## config.mk

```make
export PLATFORM = sky130hd
export DESIGN_NAME = seq_chunk_adder
export DESIGN_NICKNAME = d
export VERILOG_FILES = /design/src/rtl/seq_chunk_adder_pkg.sv /design/src/rtl/seq_chunk_adder_chunk.sv /design/src/rtl/seq_chunk_adder.sv
export SDC_FILE = /design/constraint.sdc
export NUM_CORES = 1
export LEC_CHECK = 0
export BUFFER_PORTS_ARGS = -buffer_cell sky130_fd_sc_hd__buf_2
export CAP_MARGIN = 20
export CORE_ASPECT_RATIO = 0.75
export CORE_MARGIN = 2
export CORE_UTILIZATION = 49
export DETAILED_ROUTE_END_ITERATION = 10
export PLACE_DENSITY = 0.75
export SYNTH_ARGS = -nofsm -noshare
export SYNTH_HDL_FRONTEND = slang
export SYNTH_SLANG_ARGS = --single-unit
```

## constraint.sdc

```tcl
create_clock -name clk -period 3.6 [get_ports clk]
set_input_delay 0.36 -clock clk [delete_from_list [all_inputs] [get_ports clk]]
set_output_delay 0.36 -clock clk [all_outputs]
set_load 0.02 [all_outputs]
```

## src/rtl/seq_chunk_adder_pkg.sv

```systemverilog
// Shared definitions for the chunked multi-cycle adder/subtractor.
package seq_chunk_adder_pkg;

    // Sequencer states.
    typedef enum logic [1:0] {
        IDLE = 2'd0,
        RUN  = 2'd1,
        DONE = 2'd2
    } state_t;

    // Legal configuration: chunk fits inside the word and divides it evenly.
    function automatic bit chunk_cfg_ok(input int unsigned width, input int unsigned chunk);
        return (chunk >= 1) && (chunk <= width) && ((width % chunk) == 0);
    endfunction

endpackage

```

## src/rtl/seq_chunk_adder_chunk.sv

```systemverilog
// Combinational CHUNK-bit adder slice, reused once per cycle by the sequencer.
module chunk_adder #(
    parameter int unsigned CHUNK = 4
) (
    input  logic [CHUNK-1:0] a,
    input  logic [CHUNK-1:0] b,
    input  logic             ci,
    output logic [CHUNK-1:0] s,
    output logic             co
);

    // Plain add of one slice with carry-in; top bit of the widened sum is carry-out.
    always_comb begin
        {co, s} = {1'b0, a} + {1'b0, b} + {{CHUNK{1'b0}}, ci};
    end

endmodule

```

## src/rtl/seq_chunk_adder.sv

```systemverilog
// Multi-cycle WIDTH-bit adder/subtractor processing CHUNK bits per clock,
// LSB chunk first, with a registered inter-chunk carry and result flags.
module seq_chunk_adder
    import seq_chunk_adder_pkg::*;
#(
    parameter int unsigned WIDTH = 16,
    parameter int unsigned CHUNK = 4
) (
    input  logic             clk,
    input  logic             rst,
    input  logic             start,
    input  logic             sub,
    input  logic [WIDTH-1:0] A,
    input  logic [WIDTH-1:0] B,
    input  logic             Cin,
    output logic             busy,
    output logic             done,
    output logic [WIDTH-1:0] Sum,
    output logic             Cout,
    output logic             Zf,
    output logic             Sf,
    output logic             Pf,
    output logic             OVf
);

    localparam int unsigned NCHUNK = WIDTH / CHUNK;
    localparam int unsigned IDXW   = (NCHUNK > 1) ? $clog2(NCHUNK) : 1;

    if (!chunk_cfg_ok(WIDTH, CHUNK)) begin : g_cfg_check
        $error("seq_chunk_adder: WIDTH must be a non-zero multiple of CHUNK");
    end

    state_t            state;
    state_t            state_next;
    logic              load;
    logic              step;
    logic              last;

    logic [WIDTH-1:0]  a_reg;
    logic [WIDTH-1:0]  b_reg;      // already inverted for subtract
    logic              carry;
    logic [IDXW-1:0]   idx;

    int unsigned       base;
    logic [CHUNK-1:0]  a_chunk;
    logic [CHUNK-1:0]  b_chunk;
    logic [CHUNK-1:0]  s_chunk;
    logic              c_chunk;
    logic [WIDTH-1:0]  sum_next;

    // State register.
    always_ff @(posedge clk) begin
        if (rst) begin
            state <= IDLE;
        end else begin
            state <= state_next;
        end
    end

    // Next-state decode and datapath controls; start is honoured only in IDLE/DONE.
    always_comb begin
        state_next = state;
        load       = 1'b0;
        step       = 1'b0;
        last       = (idx == IDXW'(NCHUNK - 1));
        busy       = 1'b0;
        done       = 1'b0;
        case (state)
            IDLE: begin
                if (start) begin
                    load       = 1'b1;
                    state_next = RUN;
                end
            end
            RUN: begin
                busy = 1'b1;
                step = 1'b1;
                if (last) begin
                    state_next = DONE;
                end
            end
            DONE: begin
                done = 1'b1;
                if (start) begin
                    load       = 1'b1;
                    state_next = RUN;
                end else begin
                    state_next = IDLE;
                end
            end
            default: begin
                state_next = IDLE;
            end
        endcase
    end

    // Select the current chunk of each operand.
    always_comb begin
        base    = 32'(idx) * CHUNK;
        a_chunk = a_reg[base +: CHUNK];
        b_chunk = b_reg[base +: CHUNK];
    end

    chunk_adder #(
        .CHUNK (CHUNK)
    ) u_chunk_adder (
        .a  (a_chunk),
        .b  (b_chunk),
        .ci (carry),
        .s  (s_chunk),
        .co (c_chunk)
    );

    // Sum with the current chunk merged in, so flags see the complete result on the last step.
    always_comb begin
        sum_next               = Sum;
        sum_next[base +: CHUNK] = s_chunk;
    end

    // Operand latch, chunk sequencing, result and flag registers.
    always_ff @(posedge clk) begin
        if (rst) begin
            a_reg <= '0;
            b_reg <= '0;
            carry <= 1'b0;
            idx   <= '0;
            Sum   <= '0;
            Cout  <= 1'b0;
            Zf    <= 1'b0;
            Sf    <= 1'b0;
            Pf    <= 1'b0;
            OVf   <= 1'b0;
        end else if (load) begin
            a_reg <= A;
            b_reg <= sub ? ~B : B;
            carry <= sub ? 1'b1 : Cin;
            idx   <= '0;
            Sum   <= '0;
        end else if (step) begin
            Sum   <= sum_next;
            carry <= c_chunk;
            if (!last) begin
                idx <= idx + 1'b1;
            end else begin
                Cout <= c_chunk;
                Zf   <= (sum_next == '0);
                Sf   <= sum_next[WIDTH-1];
                Pf   <= ~^sum_next;
                OVf  <= (a_reg[WIDTH-1] == b_reg[WIDTH-1]) &&
                        (sum_next[WIDTH-1] != a_reg[WIDTH-1]);
            end
        end
    end

endmodule

```

-- Yosys cells after proc, flatten, opt, wreduce, memory -nomap -nowiden
Index checks and enable logic that the tools add are counted.
W data, S select, Z words.
- register bits: 58
- bits in latches: 0
- bits in writable memories: 0
- memory bits (read-only): 0
- input bits: 37
- output and inout port bits: 23
- word-level logic and storage cells: 52
- memories: 0
- $add $sub $neg: 4
- multiply operators: 0
- divide/modulo/power cells: 0
- $lt $le $gt $ge: 0
- equality and inequality tests: 7
- shifts and indexed selects: 4
- muxes and demuxes: 13
- bitwise gates (word level): 3
- reductions and logical operators: 10
- operator list (kind ; number):
    $neg A4 Y34 ; 1
    $shift A4 B34 Y16 const A ; 1
    $shiftx A4 B34 Y16 ; 1
    $shiftx A16 B5 Y4 ; 2
    $bwmux W16 ; 1
    $logic_not A16 Y1 ; 1
    $mux W16 ; 1
    $not A16 Y16 ; 1
    $reduce_xnor A16 Y1 ; 1
    $mux W1 ; 8
    $pmux W2 S3 ; 1
    $add A4 B4 Y5 ; 1
    $add A5 B1 Y5 ; 1
    $eq A2 B2 Y1 const B ; 2
    $mux W2 ; 2
    $ne A2 B2 Y1 const B ; 2
    $reduce_and A2 Y1 ; 2
    $reduce_or A2 Y1 ; 2
    $reduce_and A3 Y1 ; 1
    $add A2 B1 Y2 const B ; 1
    $eq A2 B1 Y1 const B ; 1
    $logic_not A2 Y1 ; 1
    $not A1 Y1 ; 2
    $reduce_bool A2 Y1 ; 1
    other kinds (3) ; 3

-- Depth between registers and ports, before layout
Gate-level depths: netlist of the first run.
- depth after elaboration: 7
- mapped depth: 13
- depth with buffers taken out: 12

-- Hierarchy
From an unflattened synthesis of the first run, not the netlist that was laid out.
- cells, all modules: 339
- area, all modules: 3024.2 um2
- by module, submodules not included (module ; instances ; cells an instance ; area each (um2) ; sequential area each (um2)):
    seq_chunk_adder ; 1 ; 323 ; 2880.3 ; 1161.1
    chunk_adder ; 1 ; 16 ; 143.9 ; 0.0

-- Least setup slack after synthesis of the first run
Ideal clock, no wire load.
- path kind: reg2reg
- from: register idx[0]
- to: register Pf
- setup time: 0.086 ns
- arrival: 3.793 ns
- setup slack: -0.279 ns
- cell stages (with the launch flop): 14
- period minus slack after synthesis: 3.879 ns
- cell sequence: dfxtp_1 > buf_2 > mux4_2 > fa_1 > a21o_1 > a21o_1 > xnor2_1 > a22oi_1 > ha_1 > xnor2_1 > xnor2_1 > xnor3_1 > xnor2_1 > a211oi_1
- word-level cells in the longest chain between the ends: 6
- ends and longest elaborated chain (element ; RTL line ; RTL):
    from (decl) ; seq_chunk_adder.sv:42 ; logic [IDXW-1:0] idx;
    from (signal assigned) ; seq_chunk_adder.sv:143 ; idx <= idx + 1'b1;
    $shiftx A16 B5 Y4 (on tied branches) ; seq_chunk_adder.sv:100, seq_chunk_adder.sv:101 ;
    $add A4 B4 Y5 ; seq_chunk_adder_chunk.sv:14 ; {co, s} = {1'b0, a} + {1'b0, b} + {{CHUNK{1'b0}}, ci};
    $add A5 B1 Y5 ; seq_chunk_adder_chunk.sv:14 ;
    $shiftx A4 B34 Y16 ; seq_chunk_adder.sv:117 ; sum_next[base +: CHUNK] = s_chunk;
    $bwmux W16 ; seq_chunk_adder.sv:117 ;
    $reduce_xnor A16 Y1 ; seq_chunk_adder.sv:148 ; Pf <= ~^sum_next;
    to (signal assigned) ; seq_chunk_adder.sv:148 ;
    to (decl) ; seq_chunk_adder.sv:22 ; output logic Pf,
Parallel ways exist; a longest one is shown, timed or not.
A chain may end at the register's enable or synchronous reset.

-- Final worst setup path of the first run
Same ends and word-level chain as after synthesis.

==> summary.md, run 1 <==
| Metric | Value |
|---|---|
| Hold buffer count at CTS | 0 |
| FILL cells | 498 |
| Crit path buf inv count | 2 |
| Final Max Tran Viols | 0 |
| Critical path data required time | 3850 ps |
| Synthesized cell area | 2950 µm² |
| Synthesized Nets | 377 |
| Core Area | 5830 µm² |
| Diodes inserted | 0 |
| Worst-path fanout max | 7 |
| Post-synthesis compound-gate area fraction | 0.186 |
| CP peak stage delay | 510 ps |
| Sequential fraction of the synthesis area | 0.393 |
| Distinct cells, synth | 35 |
| Clock latency on the worst-skew pair | 340 ps |
| Kind of end point of the critical path | register |
| Post-Synth Adder-Cell Area | 0.0813 |
| WL/cell | 15.3 µm |
| Die ar. | 6670 µm² |
| Worst relative slew slack | 0.512 |
| Status | completed |
| Final-report setup violation count | 0 |
| Pre-antenna DRT Iters | 4 |
| Die Ht | 71.2 µm |
| Synth Area per Inst | 9.17 µm² |
| Cells after synthesis | 322 |
| Largest cells by area after synthesis | dfxtp_1 (39%), a211oi_1 (7.9%), xnor2_1 (6.8%) |
| Register area | 1160 µm² |
| Power per cell area | 497 nW/µm² |
| Row count | 24 |
| Tmin final | 3580 ps |
| H-tree Lvls | 3 |
| Die span in x | 93.7 µm |
| Smallest hold slack | 252 ps |
| GRT Util Overall | 0.233 |
| Post-synth EDFFs | 0 |
| Post-Route WL | 7190 µm |
| XOR/XNOR Fraction of Synth Area | 0.0817 |
| Final Hold Viols | 0 |
| Antenna viol nets, final | 0 |
| Initial Util | 0.507 |
| Drt via density | 5.41 |
| Top-count cell post-synth | dfxtp_1 |
| Total CTS buffers | 9 |
| Asr flop ratio synth | 0 |
| Post-synth top flop | dfxtp_1 |
| Top delay family on crit path | XOR/XNOR gates |
| I/O Pins | 60 |
| CTS tree | done |
| Crit path cell chain | buf_6, mux4_2, ha_1, a21o_1, a21o_1, xnor2_2, buf_4, a22oi_2, ha_1, xor2_1, xnor2_1, xnor3_1, xnor2_1, a211oi_1 |
| Critical Path AT | 3830 ps |
| GRT Residual Overflow | 0 |
| Slew @ Worst Pin | 732 ps |
| CTS Root Cell | clkbuf_8 |
| Hold Crit Class | in2reg |
| Routability Congestion | 0.948 |
| Post-synth top cells | dfxtp_1 (58), nor2_1 (43), nand2_1 (38) |
| Vias in the first global route | 2418 |
| Clock Skew | 3.94 ps |
| Via count | 2541 |
| Setup TNS | 0 ps |
| Clock Sinks | 58 |
| Detailed Place HPWL | 5330 µm |
| Post-route DRC | 0 |
| Pleak | 1.54 nW |
| Layout cells sized above 1 | 0.296 |
| Max-Cap Viols | 0 |
| Seq cells post-synth | 58 |
| Worst setup SP type | register |
| Final WS setup | 24.1 ps |
| Period utilisation layout | 0.993 |
| Slowest CP cell | mux4_2 |
| Ys Warns | 0 |
| RSZ-0062 raised after global routing | yes |
| Worst vdd ir | 0.000290 V |
| Simple-gate share of the synthesized area | 0.149 |
| Largest family of logic cells by synthesized area | compound AO/OA/AOI/OAI gates |
| Nets | 442 |
| Initial antenna violation count | 0 |
| Area growth from synthesis to layout | 24.8% |
| Multi-input logic area | 1710 µm² |
| First-pass GRT wire length | 12000 µm |
| Fmax | 280 MHz |
| Cell taking the most area after synthesis | dfxtp_1 |
| Pre-CTS setup slack | -38.9 ps |
| Top-area cell type share of the netlist area | 0.393 |
| PortBufs | 59 |
| Critical path class | reg2reg |
| Clk pin slew, worst setup/hold paths | 70 ps |
| Mux share of post-synthesis cell area | 0.0644 |
| First DRT Iteration DRCs | 119 |
| Largest net degree at the start of global routing | 42 |
| Clock Path Buffers | 2 |
area by class of cell:
cell class                 count  area share
multi-input combinational    229       0.463
timing repair buffer          77       0.118
clock buffer                  12      0.0448
tap                           78      0.0265
sequential                    58       0.316
clock inverter                 4      0.0197
inverter                      12      0.0122
kinds of logic (layout without fill, tap and decap cells):
| group | count (synthesis) | in the layout |
|---|---|---|
| compound gates | 75 | 75 |
| xor+xnor | 26 | 26 |
| fa+ha+maj | 18 | 18 |
| mux | 9 | 9 |
| simple gates | 101 | 101 |
| flops | 58 | 58 |
| buf+inv | 35 | 105 |
layout by cell type (no fill, tap or decap), types with 13 or more instances in the layout:
| cell | netlist | routed |
|---|---|---|
| buf_2 | 2 | 59 |
| dfxtp_1 | 58 | 57 |
| nor2_1 | 43 | 43 |
| nand2_1 | 38 | 38 |
| a211oi_1 | 31 | 31 |
| xnor2_1 | 23 | 20 |
| a21oi_1 | 17 | 17 |
| buf_4 | 0 | 17 |
| ha_1 | 16 | 15 |
| a22oi_1 | 15 | 13 |
worst register-to-register path, stage by stage (launching register included):
cell and delay (ps):
dfxtp_4 410, buf_6 110, mux4_2 510, ha_1 280
a21o_1 190, a21o_1 200, xnor2_2 210, buf_4 150
a22oi_2 50, ha_1 310, xor2_1 170, xnor2_1 220
xnor3_1 360, xnor2_1 130, a211oi_1 200
what timing repair did:
| item | 4_1_cts | 5_1_grt |
|---|---|---|
| pin swaps | 0 | 7 |
| gates cloned | 0 | 0 |
| endpoints found under the setup margin | 1 | 1 |
| gates resized for setup | 2 | 7 |
| setup buffers | 0 | 5 |
final timing paths:
kind / startpoint / to / slack (ps) / cells after the start
worst max-delay path: idx[0] / Pf / 20 / 14
worst min-delay path: A[10] / a_reg[10] / 250 / 3
worst max register to register: idx[0] / Pf / 20 / 14
worst min register to register: a_reg[14] / a_reg[14] / 460 / 2
power breakdown:
group / total, W / internal [W] / leakage, nW / switching, W
Clock: 0.000705 / 0.000445 / 0.119 / 0.000260
Sequential: 0.000712 / 0.000681 / 0.476 / 0.0000306
Combinational: 0.000416 / 0.000202 / 0.950 / 0.000213
Total: 0.00183 / 0.00133 / 1.54 / 0.000504
metal layers:
metal / track usage / up-vias / part of all wire
met1: 0.352 / 1184 / 0.51
met4: 0.0902 / 0 / 0.012
met5: 0 / - / 0
met2: 0.325 / 69 / 0.42
met3: 0.0557 / 10 / 0.055
li1: - / 1278 / -
stage by stage:
stage | cell area [µm²] | utilization | instances | power [W]
detailed placement | 3370 | 0.579 | 449 | 0.00111
CTS | 3620 | 0.622 | 465 | 0.00182
global placement | 3370 | 0.579 | 449 | 0.00111
finish | 3690 | 0.633 | 470 | 0.00183
floorplan | 2970 | - | 322 | 0.00100
global route | 3690 | 0.633 | 470 | 0.00191
No activity file was read; power rests on OpenSTA's default activity.
==> run 2, diff against run 1 <==
- CORE_UTILIZATION: 49 -> 55
- PLACE_DENSITY: 0.75 -> 0.8
- clock period: 3.6 -> 3.34 ns (I/O delays scaled with it)
==> summary.md, run 2 (same netlist as run 1, synthesis figures left out) <==
| Metric | Value |
|---|---|
| Pre-CTS setup slack | -95.0 ps (-56.1 ps) |
| Commonest non-fill, non-tap cell in the layout | buf_2 |
| Setup Fix Bufs, Post-CTS | 0 (unchanged) |
| Critical path class | reg2reg |
| Clk pin slew, worst setup/hold paths | 70 ps (about the same) |
| Max-Cap Viols | 0 (unchanged) |
| Hold Crit Class | in2reg |
| Commonest cells after routing, fill and taps aside | buf_2 (59), dfxtp_1 (57), nor2_1 (43), nand2_1 (38), a211oi_1 (30) |
| GRT Residual Overflow | 0 (unchanged) |
| Period utilisation layout | 1.03 (+0.0350) |
| Pleak | 1.56 nW (+1.3%) |
| First DRT Iteration DRCs | 190 (+60%) |
| Via count | 2559 (+0.71%) |
| Post-route DRC | 0 (unchanged) |
| Worst vdd ir | 0.000303 V (+4.6%) |
| Layout cells sized above 1 | 0.303 (+0.00658) |
| GRT Util Overall | 0.249 (+0.0153) |
| Clock latency on the worst-skew pair | 340 ps (about the same) |
| Final Max Tran Viols | 0 (unchanged) |
| Tmin final | 3430 ps (-142 ps) |
| Antenna viol nets, final | 0 (unchanged) |
| Critical path data required time | 3550 ps (-300 ps) |
| RSZ-0062 raised after global routing | yes |
| Met1 global-route usage | 0.363 (+0.0111) |
| Routability Congestion | 0.928 (-2.1%) |
| Diodes inserted | 0 (unchanged) |
| Area after DPL | 3490 µm² (+3.3%) |
| Power per cell area | 503 nW/µm² (+1.2%) |
| Hold Crit Depth | 3 (unchanged) |
| FILL cells | 429 (-14%) |
| Drt via density | 5.39 (-0.35%) |
| Initial antenna violation count | 0 (unchanged) |
| Fin area | 3700 µm² (+0.48%) |
| Kind of end point of the critical path | register |
| Die Ht | 67.5 µm (-5.3%) |
| Worst relative slew slack | 0.331 (-0.181) |
| Fmax | 291 MHz (+4.1%) |
| Worst setup SP type | register |
| Pre-antenna DRT Iters | 4 (unchanged) |
| Post-Route WL | 6940 µm (-3.5%) |
| Crit. Startpoint | idx[0] |
| Row count | 23 (-4.2%) |
| Failing checks | negative setup slack |
| Hold path start | A[14] |
| Initial Util | 0.561 (+0.0539) |
| Final WS setup | -94.4 ps (-118 ps) |
| GRT Max-Usage Layer | met1 |
| CTS tree | done |
| Hold buffer count at CTS | 0 (unchanged) |
| Clock Path Buffers | 2 (unchanged) |
| I/O Pins | 60 (unchanged) |
| Detailed Place HPWL | 5110 µm (-4.2%) |
| Clock Sinks | 58 (unchanged) |
| Worst-path fanout max | 5 (-2) |
| Final Hold Viols | 0 (unchanged) |
| Core Area | 5270 µm² (-9.6%) |
| Vias in the first global route | 2343 (-3.1%) |
| WL/cell | 14.6 µm (-4.5%) |
| Die ar. | 5980 µm² (-10%) |
| Total CTS buffers | 9 (unchanged) |
| Nets | 450 (+1.8%) |
| Critical Path AT | 3650 ps (-180 ps) |
| Setup TNS | -94.4 ps (-94.4 ps) |
| Clock Skew | 7.90 ps (+3.96 ps) |
| Final-report setup violation count | 1 (+1) |
| Largest net degree at the start of global routing | 51 (+21%) |
| M3 GR Usage | 0.0697 (+0.0140) |
| CTS Root Cell | clkbuf_8 |
| Worst r2r src | idx[0] |
| H-tree Lvls | 3 (unchanged) |
| Status | complete, but fails checks |
| PortBufs | 59 (unchanged) |
| First-pass GRT wire length | 11100 µm (-7.1%) |
| Slew @ Worst Pin | 1000 ps (+269 ps) |
| Reg2Reg Depth | 12 (-2) |
| Met2 Usage GRT | 0.348 (+0.0234) |
| Die span in x | 88.6 µm (-5.4%) |
| Area growth from synthesis to layout | 25.4% |
[run 2: layout make-up]
cell class | count | area [µm²] | share of cell area
multi-input cells | 229 | 1700 | 0.459
flip-flops and latches | 58 | 1160 | 0.315
repair buffers | 85 | 503 | 0.136
clock buffers | 11 | 141 | 0.0382
well taps | 75 | 93.8 | 0.0253
clock inverters | 5 | 53.8 | 0.0145
inverters | 12 | 45.0 | 0.0122
[run 2: critical path, cell delays in order (launching register included)]
cell and delay, ps:
dfxtp_4 390, mux4_2 530, fa_2 370, inv_1 70
fa_1 410, inv_1 90, a22oi_1 100, ha_1 320
xor2_1 170, xnor2_1 210, xnor3_1 350, xnor2_1 210
a211oi_2 90
[run 2: timing repair]
item                                    in CTS  in global routing
endpoints found under the setup margin       1                  1
gates resized for setup                      0                  4
pin swaps                                    1                  1
[run 2: layer usage]
metal / vias to the layer above / share of wire
li1: 1287 / -
met1: 1167 / 0.52
met2: 94 / 0.41
met3: 11 / 0.060
met4: 0 / 0.012
met5: - / 0
[run 2: path summary, 6_finish.rpt]
check,end,slack (ps)
setup reg to reg,Pf,-90
hold / removal,a_reg[14],220
setup / recovery,Pf,-90
hold reg to reg,a_reg[9],460
[run 2: where the power goes]
part	total [W]	internal, W	switching, W
Clock	0.000641	0.000362	0.000279
Combinational	0.000457	0.000227	0.000230
Sequential	0.000764	0.000734	0.0000299
[run 2: through the flow]
step / total power [W] / cells / util / hold WS, ps
after floorplan: 0.00108 / 322 / - / 433
after global placement: 0.00121 / 459 / 0.662 / 439
after detailed placement: 0.00122 / 459 / 0.662 / 449
after CTS: 0.00185 / 475 / 0.699 / 218
after global routing: 0.00195 / 475 / 0.703 / 230
final: 0.00186 / 475 / 0.703 / 222
==> run 3, diff against run 2 <==
- CELL_PAD_IN_SITES_DETAIL_PLACEMENT: default -> 1
- CELL_PAD_IN_SITES_GLOBAL_PLACEMENT: default -> 1
- CORE_UTILIZATION: 55 -> 41
- PLACE_DENSITY: 0.8 -> default
- PLACE_DENSITY_LB_ADDON: default -> 0.1
- SYNTH_HIERARCHICAL: default -> 1
==> summary.md, run 3 <==
| Metric | Value |
|---|---|
| Status | completed |
| Hold Crit Class | in2reg |
| Top layer in use | met4 |
| Area after DPL | 3430 µm² (-1.6%) |
| Clock Sinks | 58 (unchanged) |
| Critical Path AT | 3480 ps (-170 ps) |
| Final Max Tran Viols | 0 (unchanged) |
| Largest cells by area after synthesis | dfxtp_1 (38%), xnor2_1 (7.5%), ha_1 (7.0%) |
| GRT Util Overall | 0.218 (-0.0306) |
| Clock Skew | 6.29 ps (-1.61 ps) |
| Via count | 2592 (+1.3%) |
| Die ar. | 8090 µm² (+35%) |
| Commonest cells after routing, fill and taps aside | buf_2 (59), dfxtp_1 (56), nor2_1 (41), nand2_1 (41), a21oi_1 (32) |
| Worst setup SP type | register |
| Area growth from synthesis to layout | 23.5% |
| GRT Residual Overflow | 0 (unchanged) |
| Slew @ Worst Pin | 1030 ps (+30.8 ps) |
| H-tree Lvls | 3 (unchanged) |
| Top-count cell post-synth | dfxtp_1 |
| Layout cells sized above 1 | 0.274 (-0.0289) |
| Diodes inserted | 0 (unchanged) |
| Initial Util | 0.418 (-0.143) |
| Post-Route WL | 8290 µm (+19%) |
| Fin area | 3730 µm² (+0.81%) |
| Final-report setup violation count | 0 (-1) |
| Commonest non-fill, non-tap cell in the layout | buf_2 |
| Synth Area per Inst | 8.92 µm² (-2.8%) |
| Cell taking the most area after synthesis | dfxtp_1 |
| Worst relative slew slack | 0.311 (-0.0206) |
| R2R Path End | Pf |
| Kind of end point of the critical path | register |
| WL/cell | 16.5 µm (+13%) |
| Synthesized cell area | 3020 µm² (+2.4%) |
| Row count | 27 (+17%) |
| Worst Hold Endpoint | a_reg[5] |
| RSZ-0062 raised after global routing | yes |
| Distinct cells, synth | 35 (unchanged) |
| Sequential fraction of the synthesis area | 0.384 (-0.00911) |
| Die span in x | 103 µm (+16%) |
| CTS tree | done |
| Largest net degree at the start of global routing | 51 (unchanged) |
| Worst vdd ir | 0.000163 V (-46%) |
| Critical path data required time | 3570 ps (+20 ps) |
| Routability Congestion | 0.817 (-12%) |
| Total CTS buffers | 9 (unchanged) |
| Reg2Reg Depth | 12 (unchanged) |
| Die Ht | 78.4 µm (+16%) |
| Wl on met1 | 4360 µm (+22%) |
| Synthesized Nets | 395 (+4.8%) |
| Initial antenna violation count | 0 (unchanged) |
| Multi-input logic area | 1760 µm² (+3.5%) |
| Power per cell area | 487 nW/µm² (-3.2%) |
| Core Area | 7230 µm² (+37%) |
| Asr flop ratio synth | 0 (unchanged) |
| Register area | 1170 µm² (+0.11%) |
| Detailed Place HPWL | 5940 µm (+16%) |
| Post-synth EDFFs | 0 (unchanged) |
| Vias in the first global route | 2714 (+16%) |
| DR WL met2 | 3620 µm (+27%) |
| Antenna viol nets, final | 0 (unchanged) |
| Nets | 454 (+0.89%) |
| Tmin final | 3250 ps (-183 ps) |
| Max-Cap Viols | 0 (unchanged) |
| Clock Path Buffers | 2 (unchanged) |
| Pleak | 1.51 nW (-3.3%) |
| Final WS setup | 88.5 ps (+183 ps) |
| Top-area cell type share of the netlist area | 0.384 (-0.00911) |
| I/O Pins | 60 (unchanged) |
| Period utilisation layout | 0.973 (-0.0548) |
| First DRT Iteration DRCs | 92 (-52%) |
| Drt via density | 5.15 (-4.3%) |
| Clk pin slew, worst setup/hold paths | 70 ps (about the same) |
| Hold Crit Depth | 3 (unchanged) |
| Pre-antenna DRT Iters | 4 (unchanged) |
| Pre-CTS setup slack | -168 ps (-72.9 ps) |
| Worst r2r src | idx[0] |
| Met3 routed WL | 282 µm (-33%) |
| Clock latency on the worst-skew pair | 330 ps (about the same) |
| Hold path start | A[5] |
| CTS Root Cell | clkbuf_8 |
| Post-synth top cells | dfxtp_1 (58), nand2_1 (41), nor2_1 (41) |
| Setup slack, reg-to-reg | 90 ps (+180 ps) |
| Ys Warns | 6 (+6) |
| Final Hold Viols | 0 (unchanged) |
| Post-synth top flop | dfxtp_1 |
| Seq cells post-synth | 58 (unchanged) |
| FILL cells | 866 (+100%) |
| PortBufs | 59 (unchanged) |
| First-pass GRT wire length | 13600 µm (+22%) |
| Cells after synthesis | 339 (+5.3%) |
| Post-route DRC | 0 (unchanged) |
| Fmax | 308 MHz (+5.6%) |
| Critical path class | reg2reg |
| Worst-path fanout max | 5 (unchanged) |
## run 3: timing repair
item,CTS,global route
hold buffers,0,0
gates resized for setup,4,6
hold endpoints to repair,0,0
pin swaps,2,10
gates cloned,0,0
endpoints found under the setup margin,1,3
buffers inserted,2,5
## run 3: routing by layer
metal,global-route usage,up-vias
li1,-,1296
met1,0.314,1248
met2,0.323,46
met3,0.0597,2
met4,0.0513,0
met5,0,-
## run 3: worst max-delay path by stage
| stage | start | endpoint | depth (start not counted) |
|---|---|---|---|
| 4_1_cts | idx[0] | Pf | 12 |
| 3_3_place_gp | idx[0] | Pf | 13 |
| 2_1_floorplan | idx[0] | Pf | 13 |
| 3_5_place_dp | idx[0] | Pf | 13 |
| 6_report | idx[0] | Pf | 12 |
| 5_1_grt | idx[0] | Pf | 12 |
## run 3: area by class of cell
class,count,share of cell area
multi-input combinational,246,0.472
sequential,58,0.312
timing repair buffer,76,0.121
clock buffer,11,0.0409
tap,101,0.0338
clock inverter,4,0.0134
inverter,7,0.00704
## run 3: per-stage QoR
step | instances | util | hold slack [ps] | total power (W) | TNS, ps
2_1_floorplan | 339 | - | 418 | 0.00102 | 0
3_3_place_gp | 482 | 0.474 | 444 | 0.00113 | 0
3_5_place_dp | 482 | 0.474 | 448 | 0.00114 | -168
4_1_cts | 499 | 0.507 | 226 | 0.00182 | 0
5_1_grt | 503 | 0.516 | 239 | 0.00190 | -113
6_report | 503 | 0.516 | 239 | 0.00182 | 0
## run 3: worst max-delay path: stages (launching register included)
cell and delay, ps:
dfxtp_4 410, mux4_2 540, fa_2 390, a21o_1 180
a21oi_2 200, xnor2_2 170, nor4bb_4 270, mux2i_2 120
ha_1 320, xnor2_1 180, xnor2_1 160, xnor2_1 80
a21o_1 160
## run 3: cells by family after synthesis
family | share of synthesized area
simple gates | 0.181
compound gates | 0.162
flops | 0.384
buf+inv | 0.0476
xor+xnor | 0.0753
fa+ha+maj | 0.0836
mux | 0.0662
## run 3: power by group
group | leakage (nW) | total [W] | internal (W) | switching, W
sequential | 0.476 | 0.000755 | 0.000728 | 0.0000268
clock | 0.0966 | 0.000671 | 0.000385 | 0.000287
combinational | 0.941 | 0.000390 | 0.000179 | 0.000211
total | 1.51 | 0.00182 | 0.00129 | 0.000524
